## src/rtl/recir_ctrl.sv

```systemverilog
// Recirculation-stage link controller: acquires COM symbol lock, qualifies the
// link as active, and steers the four receive lanes to the mux or tester path.
module recir_ctrl #(
    parameter logic [7:0]  COM        = 8'hBC,
    parameter int unsigned LOCK_COUNT = 4,
    parameter int unsigned LOSS_COUNT = 4
) (
    input  logic       clk4f,
    input  logic       reset,
    input  logic [7:0] rx_byte,
    input  logic       rx_valid,
    input  logic [7:0] in0,
    input  logic [7:0] in1,
    input  logic [7:0] in2,
    input  logic [7:0] in3,
    input  logic [3:0] valid_in,
    output logic       active,
    output logic [7:0] out0m,
    output logic [7:0] out1m,
    output logic [7:0] out2m,
    output logic [7:0] out3m,
    output logic [3:0] valid_outm,
    output logic [7:0] out0t,
    output logic [7:0] out1t,
    output logic [7:0] out2t,
    output logic [7:0] out3t,
    output logic [3:0] valid_outt,
    output logic [1:0] state_o,
    output logic [7:0] lock_cnt
);

    localparam int unsigned LANES  = 4;
    localparam int unsigned DATA_W = 8;
    localparam int unsigned COM_W  = 3;
    localparam int unsigned LOSS_W = 4;
    localparam int unsigned LOCK_W = 8;

    typedef enum logic [1:0] {
        ST_RESET  = 2'd0,
        ST_SEARCH = 2'd1,
        ST_ACTIVE = 2'd2,
        ST_DRAIN  = 2'd3
    } state_t;

    state_t                          state_q, state_d;
    logic [COM_W-1:0]                com_cnt_q, com_cnt_d;
    logic [LOSS_W-1:0]               loss_cnt_q, loss_cnt_d;
    logic [LOCK_W-1:0]               lock_cnt_q, lock_cnt_d;
    logic                            active_q, active_d;
    logic [LANES-1:0][DATA_W-1:0]    lanes_c;
    logic [LANES-1:0][DATA_W-1:0]    mux_q, mux_d;
    logic [LANES-1:0][DATA_W-1:0]    tst_q, tst_d;
    logic [LANES-1:0]                vm_q, vm_d;
    logic [LANES-1:0]                vt_q, vt_d;

    assign lanes_c = {in3, in2, in1, in0};

    // State, counters and all outputs share one register bank
    always_ff @(posedge clk4f or negedge reset) begin
        if (!reset) begin
            state_q    <= ST_RESET;
            com_cnt_q  <= '0;
            loss_cnt_q <= '0;
            lock_cnt_q <= '0;
            active_q   <= 1'b0;
            mux_q      <= '0;
            tst_q      <= '0;
            vm_q       <= '0;
            vt_q       <= '0;
        end else begin
            state_q    <= state_d;
            com_cnt_q  <= com_cnt_d;
            loss_cnt_q <= loss_cnt_d;
            lock_cnt_q <= lock_cnt_d;
            active_q   <= active_d;
            mux_q      <= mux_d;
            tst_q      <= tst_d;
            vm_q       <= vm_d;
            vt_q       <= vt_d;
        end
    end

    // Next-state, counter and lane-steering logic keyed on the current state
    always_comb begin
        state_d    = state_q;
        com_cnt_d  = com_cnt_q;
        loss_cnt_d = loss_cnt_q;
        lock_cnt_d = lock_cnt_q;
        mux_d      = '0;
        tst_d      = '0;
        vm_d       = '0;
        vt_d       = '0;

        case (state_q)
            ST_RESET: begin
                state_d = ST_SEARCH;
            end
            ST_SEARCH: begin
                tst_d = lanes_c;
                vt_d  = valid_in;
                if (rx_valid) begin
                    if (rx_byte == COM) begin
                        if (com_cnt_q == COM_W'(LOCK_COUNT - 1)) begin
                            state_d    = ST_ACTIVE;
                            com_cnt_d  = '0;
                            lock_cnt_d = lock_cnt_q + LOCK_W'(1);
                        end else begin
                            com_cnt_d = com_cnt_q + COM_W'(1);
                        end
                    end else begin
                        com_cnt_d = '0;
                    end
                end
            end
            ST_ACTIVE: begin
                mux_d = lanes_c;
                vm_d  = valid_in;
                if (rx_valid) begin
                    loss_cnt_d = '0;
                end else if (loss_cnt_q == LOSS_W'(LOSS_COUNT - 1)) begin
                    state_d    = ST_DRAIN;
                    loss_cnt_d = '0;
                end else begin
                    loss_cnt_d = loss_cnt_q + LOSS_W'(1);
                end
            end
            ST_DRAIN: begin
                state_d   = ST_SEARCH;
                com_cnt_d = '0;
            end
            default: begin
                state_d = ST_RESET;
            end
        endcase

        active_d = (state_d == ST_ACTIVE);
    end

    assign active     = active_q;
    assign state_o    = state_q;
    assign lock_cnt   = lock_cnt_q;
    assign out0m      = mux_q[0];
    assign out1m      = mux_q[1];
    assign out2m      = mux_q[2];
    assign out3m      = mux_q[3];
    assign valid_outm = vm_q;
    assign out0t      = tst_q[0];
    assign out1t      = tst_q[1];
    assign out2t      = tst_q[2];
    assign out3t      = tst_q[3];
    assign valid_outt = vt_q;

endmodule
```

## config.mk

```make
export PLATFORM = sky130hd
export DESIGN_NAME = recir_ctrl
export DESIGN_NICKNAME = d
export VERILOG_FILES = /design/src/rtl/recir_ctrl.sv
export SDC_FILE = /design/constraint.sdc
export NUM_CORES = 1
export LEC_CHECK = 0
export BUFFER_PORTS_ARGS = -buffer_cell sky130_fd_sc_hd__buf_2
export CAP_MARGIN = 20
export CORE_ASPECT_RATIO = 0.7
export CORE_MARGIN = 1
export CORE_UTILIZATION = 43
export DETAILED_ROUTE_END_ITERATION = 7
export GPL_TIMING_DRIVEN = 0
export PLACE_DENSITY = 0.75
export RECOVER_POWER = 25
export SLEW_MARGIN = 20
export SYNTH_ARGS = -nofsm -noshare
export SYNTH_HDL_FRONTEND = slang
export SYNTH_SLANG_ARGS = --single-unit
export TNS_END_PERCENT = 50
```

## constraint.sdc

```tcl
create_clock -name clk4f -period 1.81 [get_ports clk4f]
set_clock_uncertainty 0.15 [all_clocks]
set_input_delay 0.2715 -clock clk4f [delete_from_list [all_inputs] [get_ports clk4f]]
set_output_delay 0.2715 -clock clk4f [all_outputs]
set_load 0.01 [all_outputs]
```

==> metrics.md <==
| Metric | Value |
|---|---|
| Status | finished, final reports clean |
| Drt drc | 0 |
| Total number of nets in the final design | 475 |
| HPWL after detailed placement | 4550 um |
| Post-synthesis average cell area | 13.5 um2 |
| Length of the first detailed-routing pass in iterations | 6 |
| Htree depth | 3 |
| Starting density of the core | 44.5% |
| Sum of overflow across all layers after global routing | 0 |
| Total wire length | 6840 um |
| Final worst hold slack | 0.0580 ns |
| Worst setup slack after layout | 0.0405 ns |
| Final weighted congestion in routability-driven placement | 0.785 |
| Initial antenna violation count | 0 |
| Total Die Area | 7890 um2 |
| Core ar. | 7290 um2 |
| Slew Limit Headroom | 61.5% |
| Critical path arrival | 1.86 ns |
| Sum Neg Setup Slack | 0 ns |
| Growth of design area from synthesis to finish | 43.7% |
| Path category of the worst min-delay check | input port to flip-flop |
| Horiz. Die Dim | 106 um |
| Total area of multi-input combinational cells | 946 um2 |
| Instance area at placement | 4050 um2 |
| DR vias | 2,311 |
| Commonest cells after routing, fill and taps aside | buf_2, dfrtp_1, and2_1 |
| Fraction of the yosys area taken by sequential cells | 69.5% |
| 1st-iter DRT viols | 65 |
| Post-synthesis net count | 293 |
| Count of input and output buffers | 128 |
| Pre-CTS worst setup slack | -0.129 ns |
| Number of buffers added by the clock tree synthesis step | 9 |
| Number of cells produced by synthesis | 240 |
| Final-report max-slew violation count | 0 |
| Wire length of the first global-routing pass | 10,700 um |
| Final Cell Area | 4660 um2 |
| Final worst-path cycle share | 97.8% |
| Minimum clock period | 1.77 ns |
| Yosys synthesis warning count | 0 |
| Clock latency on the worst-skew pair | 0.35 ns |
| Cell area after synthesis | 3240 um2 |
| Setup repair after global routing missed its margin | yes |
| Count of maximum capacitance violations | 0 |
| Startpoint type of the worst setup path | flip-flop |
| Category of the worst setup path capture point | flip-flop |
| Endpoints failing hold | 0 |
| Fraction of final layout cells with drive strength greater than 1 | 35.0% |
| TritonCTS clock tree | yes |
| Endpoints failing setup | 0 |
| Overall routing resource usage | 18.1% |
| Standard-cell row count | 26 |
| Post-synthesis register bit count | 90 |
| Via density per instance | 4.41 |
| Worst path required time | 1.90 ns |
| Power density normalized to cell area | 1240 nW/um2 |
| Count of distinct cell types in the synthesized netlist | 34 |
| Maximum frequency from static timing analysis | 0.565 GHz |
| Number of placed I/O pins | 130 |
| ANT nets after route | 0 |
| Root buffer selected by CTS | clkbuf_8 |
| Slew at the pin closest to its max-slew limit | 0.577 ns |
| Vias in the first global route | 2,261 |
| Maximum count of clock buffers along a single path | 2 |
| Worst IR Drop VDD | 0.000539 V |
| Leading cell type in the layout, fill and taps excluded | buf_2 |
| Cell leakage power | 2.50 nW |
| Average routed wire per standard cell | 13.1 um |
| Clock transition time at the flip-flop clock pins of the worst setup and hold paths | 0.09 ns |
| TritonCTS sink count | 90 |
| Critical setup path kind | flip-flop to flip-flop |
| Critical Path Fanout Max | 7 |
| Pin count of the biggest net entering global routing | 49 |
| Fill cell count | 583 |
| Die Y | 74.6 um |
| Final Power | 5.77 mW |
| Number of antenna cells inserted | 0 |
| Area occupied by registers | 2250 um2 |
## registers in the layout, summed over array words and instances, names as in the netlist, 3 cells and up
register,cells
out1t,8
out3m,8
valid_outm,4
out0t,8
com_cnt_q,3
lock_cnt,8
out2m,8
out2t,8
out0m,8
valid_outt,4
out1m,8
loss_cnt_q,4
out3t,8
## worst max-delay path, cell delays in order (launching register included)
cell	delay, ns
dfrtp_2	0.44
inv_2	0.07
ha_4	0.17
nand4b_1	0.15
nor3_4	0.23
buf_12	0.14
buf_8	0.10
nand3_2	0.07
xnor2_1	0.13
## per-stage QoR
stage / std cells / utilization, %
finish: 524 / 63.9
CTS: 521 / 63.7
global route: 524 / 63.9
floorplan: 240 / -
detailed placement: 467 / 55.6
global placement: 466 / 55.3
## what timing repair did
action,in CTS,in global routing
setup buffers,2,4
pin swaps,1,3
endpoints found under the setup margin,38,15
gates resized for setup,4,5
hold buffers,37,0
hold endpoints to repair,115,0
## metal layers
| layer | routed length (um) | vias up | track usage [%] | share of wire, % |
|---|---|---|---|---|
| li1 | - | 1130 | - | - |
| met1 | 3070 | 1080 | 23.3 | 45 |
| met2 | 3260 | 93 | 29.5 | 48 |
| met3 | 453 | 8 | 6.49 | 6.6 |
| met4 | 56 | 0 | 5.09 | 0.82 |
| met5 | 0 | - | 0 | 0 |
## final timing paths
| check | cells past startpoint | end | startpoint | slack [ns] |
|---|---|---|---|---|
| max | 8 | lock_cnt[5]$_DFFE_PN0P_ | state_o[1]$_DFF_PN0_ | 0.04 |
| min | 2 | loss_cnt_q[3]$_DFFE_PN0P_ | rx_valid | 0.06 |
| max reg2reg | 8 | lock_cnt[5]$_DFFE_PN0P_ | state_o[1]$_DFF_PN0_ | 0.04 |
| min reg2reg | 1 | lock_cnt[7]$_DFFE_PN0P_ | lock_cnt[7]$_DFFE_PN0P_ | 0.34 |
| max in group asynchronous | 3 | state_o[0]$_DFF_PN0_ | reset | 0.52 |
| min in group asynchronous | 2 | out0m[2]$_DFF_PN0_ | reset | 0.32 |
## cell families after synthesis
kind of cell               share of synthesized area [%]
adders and majority gates                           2.32
and+or+nand+nor                                     20.5
buffers and inverters                               1.93
DFF                                                 69.5
AOI/OAI and AO/OA                                   2.47
xor gates and xnor gates                            1.89
muxes                                               1.35
## Yosys cell counts
cell / number / area share, %
xnor2_1: 6 / 1.6
a211oi_1: 1 / 0.23
xor2_1: 1 / 0.27
dfrtp_1: 90 / 70
o31ai_1: 1 / 0.23
ha_1: 6 / 2.3
nor3b_1: 2 / 0.46
mux2_2: 2 / 0.70
nor3_1: 1 / 0.15
nor4_1: 2 / 0.39
and4_1: 1 / 0.27
nor2_1: 5 / 0.58
clkbuf_1: 9 / 1.0
o21a_1: 1 / 0.23
nand4b_2: 1 / 0.46
nand4bb_4: 1 / 0.85
and3_1: 2 / 0.39
a21oi_1: 3 / 0.46
nor3_4: 1 / 0.50
buf_2: 2 / 0.31
a31oi_1: 2 / 0.39
o21ai_0: 2 / 0.31
o22ai_1: 2 / 0.39
and2_1: 72 / 14
mux2i_1: 1 / 0.31
nand4_1: 2 / 0.39
nand4b_1: 1 / 0.27
a21o_1: 1 / 0.23
nor2b_1: 2 / 0.39
inv_1: 5 / 0.58
mux2_1: 1 / 0.35
nand3b_1: 1 / 0.23
nand2_1: 7 / 0.81
nand3_1: 3 / 0.46
## power by group
group | total (mW) | internal [mW] | switching [mW]
Clock | 1.31 | 0.643 | 0.667
Combinational | 1.80 | 0.807 | 0.989
Sequential | 2.67 | 2.49 | 0.181
Total | 5.77 | 3.94 | 1.84
## final cells by class
class | instances | area share (%)
multi-input combinational | 134 | 20.3
tap | 98 | 2.63
clock inverter | 5 | 1.37
sequential | 90 | 48.4
timing repair buffer | 172 | 23.2
inverter | 5 | 0.403
clock buffer | 10 | 2.74
buffer | 10 | 0.941
Note: power is estimated with default switching activity, not from simulation.
